## config.mk

```make
export PLATFORM = sky130hd
export DESIGN_NAME = cam_mgr
export DESIGN_NICKNAME = d
export VERILOG_FILES = /design/src/rtl/cam_mgr_pkg.sv /design/src/rtl/cam_lsb_enc.sv /design/src/rtl/cam_mgr.sv
export SDC_FILE = /design/constraint.sdc
export NUM_CORES = 1
export LEC_CHECK = 0
export BUFFER_PORTS_ARGS = -buffer_cell sky130_fd_sc_hd__buf_4
export CORE_ASPECT_RATIO = 1.25
export CORE_MARGIN = 8
export CORE_UTILIZATION = 35
export CTS_CLUSTER_SIZE = 28
export DETAILED_ROUTE_END_ITERATION = 8
export PLACE_DENSITY_LB_ADDON = 0.1
export SLEW_MARGIN = 40
export SYNTH_ARGS = -nofsm -noshare
export SYNTH_HDL_FRONTEND = slang
export SYNTH_SLANG_ARGS = --single-unit
```

## constraint.sdc

```tcl
create_clock -name clk -period 1.9 [get_ports clk]
set_clock_uncertainty 0.15 [all_clocks]
set_input_delay 0.095 -clock clk [delete_from_list [all_inputs] [get_ports clk]]
set_output_delay 0.095 -clock clk [all_outputs]
set_load 0.05 [all_outputs]
```

## src/rtl/cam_mgr_pkg.sv

```systemverilog
// ============================================================================
// Module   : cam_mgr_pkg
// Brief    : Shared opcode, status and FSM state encodings for cam_mgr.
// Revision : 1.0 - initial release
// ============================================================================
`default_nettype none

package cam_mgr_pkg;

    typedef enum logic [1:0] {
        OP_SEARCH = 2'd0,
        OP_INSERT = 2'd1,
        OP_DELETE = 2'd2,
        OP_FLUSH  = 2'd3
    } op_e;

    typedef enum logic [1:0] {
        ST_OK   = 2'd0,
        ST_MISS = 2'd1,
        ST_DUP  = 2'd2,
        ST_FULL = 2'd3
    } status_e;

    typedef enum logic [2:0] {
        S_INIT   = 3'd0,
        S_IDLE   = 3'd1,
        S_LOOKUP = 3'd2,
        S_WRITE  = 3'd3,
        S_FLUSH  = 3'd4,
        S_RESP   = 3'd5
    } state_e;

endpackage

`default_nettype wire

```

## src/rtl/cam_lsb_enc.sv

```systemverilog
// ============================================================================
// Module   : cam_lsb_enc
// Brief    : Combinational lowest-set-bit encoder with an any-set flag.
// Revision : 1.0 - initial release
// ============================================================================
`default_nettype none

module cam_lsb_enc #(
    parameter int WIDTH = 16,
    localparam int IW   = (WIDTH > 1) ? $clog2(WIDTH) : 1
) (
    input  logic [WIDTH-1:0] vec,
    output logic [IW-1:0]    idx,
    output logic             any
);

    // Scan downward so the lowest set bit is the last one to win.
    always_comb begin
        idx = '0;
        any = 1'b0;
        for (int i = WIDTH - 1; i >= 0; i--) begin
            if (vec[i]) begin
                idx = IW'(i);
                any = 1'b1;
            end
        end
    end

endmodule

`default_nettype wire

```

## src/rtl/cam_mgr.sv

```systemverilog
// ============================================================================
// Module   : cam_mgr
// Brief    : Single-outstanding SEARCH/INSERT/DELETE/FLUSH sequencer for a CAM.
// Revision : 1.0 - initial release
// ============================================================================
`default_nettype none

module cam_mgr
    import cam_mgr_pkg::*;
#(
    parameter int CAM_WIDTH = 32,
    parameter int CAM_DEPTH = 16,
    localparam int IW       = $clog2(CAM_DEPTH)
) (
    input  logic                 clk,
    input  logic                 rst_n,
    input  logic                 req_valid,
    output logic                 req_ready,
    input  logic [1:0]           req_op,
    input  logic [CAM_WIDTH-1:0] req_key,
    output logic                 resp_valid,
    input  logic                 resp_ready,
    output logic [1:0]           resp_status,
    output logic [IW-1:0]        resp_idx,
    output logic                 cam_we,
    output logic [IW-1:0]        cam_idx,
    output logic [CAM_WIDTH-1:0] cam_data,
    output logic                 cam_vld,
    input  logic [CAM_DEPTH-1:0] cam_ml,
    output logic [IW:0]          count,
    output logic                 full,
    output logic                 empty
);

    localparam logic [IW:0] c_DEPTH = CAM_DEPTH[IW:0];

    state_e                 r_state;
    op_e                    r_op;
    logic [CAM_WIDTH-1:0]   r_key;
    logic [CAM_DEPTH-1:0]   r_vmap;
    logic [IW:0]            r_sweep;
    logic                   r_phase;
    logic                   r_hit;
    logic                   r_free;
    logic [IW-1:0]          r_hidx;
    logic [IW-1:0]          r_fidx;

    logic [IW-1:0]          w_hidx;
    logic [IW-1:0]          w_fidx;
    logic                   w_hit;
    logic                   w_fany;

    cam_lsb_enc #(.WIDTH(CAM_DEPTH)) u_hit_enc (
        .vec (cam_ml),
        .idx (w_hidx),
        .any (w_hit)
    );

    cam_lsb_enc #(.WIDTH(CAM_DEPTH)) u_free_enc (
        .vec (~r_vmap),
        .idx (w_fidx),
        .any (w_fany)
    );

    assign cam_data = r_key;
    assign full     = (count == c_DEPTH);
    assign empty    = (count == '0);

    always_ff @(posedge clk or negedge rst_n) begin
        if (!rst_n) begin
            r_state     <= S_INIT;
            r_op        <= OP_SEARCH;
            r_key       <= '0;
            r_vmap      <= '0;
            r_sweep     <= '0;
            r_phase     <= 1'b0;
            r_hit       <= 1'b0;
            r_free      <= 1'b0;
            r_hidx      <= '0;
            r_fidx      <= '0;
            req_ready   <= 1'b0;
            resp_valid  <= 1'b0;
            resp_status <= ST_OK;
            resp_idx    <= '0;
            cam_we      <= 1'b0;
            cam_idx     <= '0;
            cam_vld     <= 1'b0;
            count       <= '0;
        end else begin
            cam_we <= 1'b0;
            case (r_state)
                S_INIT, S_FLUSH: begin
                    if (r_sweep == c_DEPTH) begin
                        if (r_state == S_INIT) begin
                            req_ready <= 1'b1;
                            r_state   <= S_IDLE;
                        end else begin
                            r_vmap      <= '0;
                            count       <= '0;
                            resp_status <= ST_OK;
                            resp_idx    <= '0;
                            resp_valid  <= 1'b1;
                            r_state     <= S_RESP;
                        end
                    end else begin
                        cam_we  <= 1'b1;
                        cam_vld <= 1'b0;
                        cam_idx <= r_sweep[IW-1:0];
                        r_sweep <= r_sweep + 1'b1;
                    end
                end
                S_IDLE: begin
                    if (req_valid) begin
                        req_ready <= 1'b0;
                        r_op      <= op_e'(req_op);
                        r_key     <= req_key;
                        r_phase   <= 1'b0;
                        r_sweep   <= '0;
                        r_state   <= (req_op == OP_FLUSH) ? S_FLUSH : S_LOOKUP;
                    end
                end
                S_LOOKUP: begin
                    // First cycle registers the match/free encodings; second acts on them.
                    if (!r_phase) begin
                        r_phase <= 1'b1;
                        r_hit   <= w_hit;
                        r_hidx  <= w_hidx;
                        r_fidx  <= w_fidx;
                        r_free  <= w_fany;
                    end else begin
                        resp_idx   <= '0;
                        resp_valid <= 1'b1;
                        r_state    <= S_RESP;
                        case (r_op)
                            OP_SEARCH: begin
                                resp_status <= r_hit ? ST_OK : ST_MISS;
                                resp_idx    <= r_hit ? r_hidx : '0;
                            end
                            OP_INSERT: begin
                                if (r_hit) begin
                                    resp_status <= ST_DUP;
                                    resp_idx    <= r_hidx;
                                end else if (!r_free) begin
                                    resp_status <= ST_FULL;
                                end else begin
                                    resp_valid <= 1'b0;
                                    cam_we     <= 1'b1;
                                    cam_idx    <= r_fidx;
                                    cam_vld    <= 1'b1;
                                    r_state    <= S_WRITE;
                                end
                            end
                            OP_DELETE: begin
                                if (r_hit) begin
                                    resp_valid <= 1'b0;
                                    cam_we     <= 1'b1;
                                    cam_idx    <= r_hidx;
                                    cam_vld    <= 1'b0;
                                    r_state    <= S_WRITE;
                                end else begin
                                    resp_status <= ST_MISS;
                                end
                            end
                            default: resp_status <= ST_OK;
                        endcase
                    end
                end
                S_WRITE: begin
                    r_vmap[cam_idx] <= cam_vld;
                    count           <= cam_vld ? count + 1'b1 : count - 1'b1;
                    resp_status     <= ST_OK;
                    resp_idx        <= cam_idx;
                    resp_valid      <= 1'b1;
                    r_state         <= S_RESP;
                end
                S_RESP: begin
                    if (resp_ready) begin
                        resp_valid <= 1'b0;
                        req_ready  <= 1'b1;
                        r_state    <= S_IDLE;
                    end
                end
                default: r_state <= S_INIT;
            endcase
        end
    end

`ifndef SYNTHESIS
    a_ml_legal: assert property (@(posedge clk) disable iff (!rst_n)
        (r_state == S_LOOKUP) |-> (((cam_ml & ~r_vmap) == '0) && $onehot0(cam_ml)));
`endif

endmodule

`default_nettype wire

```

==> metrics <==
Worst Tran Pin Value=0.4062 ns; #FFs+latches synth=88; placed insts=774; GRT Residual Overflow=0; antenna violations before repair=0; fin cells=844; TNS Setup=0 ns; syn_area_per_cell=8.698 µm²; Synth Instances=495; cts bufs inserted=9; dpl cell area=5499 µm²; fill count=1069; worst setup margin=0.05713 ns; required time worst endpoint=1.98 ns; Psw=5.293 mW; largest net degree at the start of global routing=68; switching share of power=47.33%; area leader, netlist=dfrtp_1; H-tree depth=3; Clk pwr share=16.0%; critical path type=register to register; worst hold path type=input port to register; Detailed Route Iter0 Violations=211; most frequent CP cell=nor2_1; die height=140 µm; Final Cycle Share=96.99%; WHS=0.01113 ns; initial core utilization=35.57%; Cell variety after synth=48; number of global-route vias before repair=4261; final wirelength=12870 µm; Post-Place Worst Slack=-0.1048 ns; Fin. Hold Viols=0; Crit path max-delay family=flip-flops; # Max-Cap Violations=0; Max Fclk=542.6 MHz; CTS Buffer Depth=2; clock sink total=88; yosys warns=0; final setup violation count=0; P_leak=3.095 nW; Final GP Congestion=0.8248; antenna-violating nets left=0; share of the synthesized area in the top cell type=51.15%; fin. max-slew vios=0; first-pass GRT wire length=20890 µm; vias per cell=4.882; core area=12110 µm²; dpl hpwl=9182 µm; Clock Latency Late Sink=0.34 ns; Period minus WS final=1.843 ns; router iterations before antenna repair=6; share of cells above drive strength 1=28.38%; Comb power frac=56.0%; residual DRC count=0; Post-synth ARST share=100.0%; top post-synthesis cells by area=dfrtp_1 (51%), nand2_1 (12%), o21ai_0 (7.3%); ys flop type=dfrtp_1; Rel. slew slack=72.22%; sequential fraction of design power=28.0%; die area=16130 µm²; Mapped Nets=559; Seq/Total Area, Yosys=51.15%; worst path buffer plus inverter count=1; # port buffers=106; CP Launch Type=register; Total Routing Usage GR=16.12%; CP max FO=5; Post-synth EDFFs=0; Cell Chain, Critical Path=inv_2, ha_4, nand2_1, nor2_1, nor2_1, o21ai_4, mux2_2; Crit-path slowest cell=dfrtp_1; Synth Cell Area=4305 µm²; vias=4120; PwrDens=1735 nW/µm²; fin area=6447 µm²; area grow syn2layout=49.75%; Std-Cell Rows=45; CTS tree=built; DIE WIDTH=115.2 µm; P_int=5.891 mW; Clock Pin Slew Worst Setup and Hold Paths=0.07 ns; wire per inst=15.25 µm; Setup crit end kind=register; Crit path largest cell delay=0.44 ns; Max rail drop VDD=1.032 mV; Root Buffer Master=clkbuf_16; status=completed; Critical Path AT=1.92 ns; ant diodes=0; Final nets=740; IO Count=107
[final timing paths]
check | startpoint | endpoint | slack, ns | depth (start not counted)
min in group asynchronous | rst_n | resp_status[0] | 0.06 | 2
max | r_op[0] | cam_idx[1] | 0.06 | 7
max reg2reg | r_op[0] | cam_idx[1] | 0.06 | 7
min reg2reg | cam_data[10] | cam_data[10] | 0.32 | 2
max in group asynchronous | rst_n | r_state[1] | 0.88 | 3
min | cam_ml[12] | r_hidx[1] | 0.01 | 4
[placed cells by master (no fill, tap or decap), types with 3 or more instances in the layout]
cell,instances
inv_2,3
clkbuf_16,9
nand3_1,13
buf_4,141
ha_1,7
nand2b_1,6
nor2b_1,6
dlygate4sd3_1,49
o21ai_0,60
inv_1,11
a31oi_1,10
nand2_1,137
mux2i_1,5
nor2_2,4
nor3_1,5
a22oi_1,5
nand4_1,4
dfrtp_2,3
o41ai_2,3
a21oi_1,20
and2_1,5
nor2_1,26
xor2_1,4
mux2_4,4
o21ai_1,3
dfrtp_1,85
o31ai_1,3
[cell families (layout without fill, tap and decap cells)]
| logic type | after synthesis | count (layout) | synth area share (%) |
|---|---|---|---|
| adders and majority gates | 10 | 10 | 3.081 |
| and+or+nand+nor | 220 | 220 | 21.83 |
| buffers and inverters | 37 | 222 | 3.458 |
| DFF | 88 | 88 | 51.15 |
| AOI/OAI and AO/OA | 125 | 125 | 17.00 |
| xor gates and xnor gates | 5 | 5 | 1.017 |
| muxes | 10 | 10 | 2.470 |
[metal layers]
layer  vias up  track usage, %  routed length [µm]
met2       104           27.95                6660
li1       2049               -                   -
met5         -               0                   0
met1      1944           19.05                5465
met4         0           7.143                 284
met3        23           2.538                 462
[layout make-up]
type / count / area (µm²) / share of cell area (%)
clock buffers: 9 / 225.2 / 3.493
well taps: 164 / 205.2 / 3.183
repair buffers: 193 / 1600 / 24.82
clock inverters: 6 / 68.82 / 1.067
flip-flops and latches: 88 / 2206 / 34.21
multi-input cells: 370 / 2090 / 32.41
inverters: 14 / 52.55 / 0.8151
[worst register-to-register path: cells and delay by family, from the launching register on]
family	cells	cell delay, ns
buffers and inverters	1	0.12
AND/OR/NAND/NOR	3	0.24
AO/OA/AOI/OAI	1	0.26
flip-flops	1	0.44
adder cells (fa/ha/maj)	1	0.15
multiplexers	1	0.37
[stage by stage]
| step | power, mW | util [%] |
|---|---|---|
| finish | 11.18 | 53.26 |
| global route | 11.92 | 53.26 |
| CTS | 10.94 | 52.05 |
| detailed placement | 8.988 | 45.43 |
| global placement | 8.927 | 45.43 |
| floorplan | 6.943 | - |
[repair_timing]
item	in CTS	in global routing
gates cloned	0	0
gates resized for setup	5	27
hold buffers	49	0
hold endpoints to repair	127	0
pin swaps	0	4
endpoints found under the setup margin	15	32
buffers inserted	0	6
[sequential cells by signal (all words and copies together) (netlist names), 2 cells and up]
| register | count |
|---|---|
| r_fidx | 4 |
| r_sweep | 5 |
| r_vmap | 16 |
| cam_data | 32 |
| r_state | 3 |
| cam_idx | 4 |
| count | 5 |
| resp_idx | 4 |
| r_hidx | 4 |
| r_op | 2 |
| resp_status | 2 |
[Yosys cell counts (2+ instances only)]
cell type	number
nor2b_1	8
o21ai_0	63
mux2_2	5
nand4_1	4
nand2b_1	7
clkbuf_1	15
or3_1	2
and2_1	5
a31oi_1	10
nand3_1	13
a22o_1	2
a21oi_1	21
ha_1	9
mux2i_1	5
a211oi_1	2
o41ai_1	2
a21o_1	2
inv_1	14
o21ai_1	2
buf_2	7
nor2_1	30
nor3_1	7
dfrtp_1	88
o21a_1	2
a22oi_1	5
nand2_1	138
o31ai_1	3
xor2_1	4
[power by group through the flow]
stage	clock network [mW]	registers, mW	logic, mW
final	1.78	3.14	6.26
after CTS	1.84	3.12	5.98
after detailed placement	0	3.15	5.83
after global routing	1.90	3.23	6.80
after floorplan	0	4.78	2.17
after global placement	0	3.14	5.79
Power figures use the tool's default switching activity.
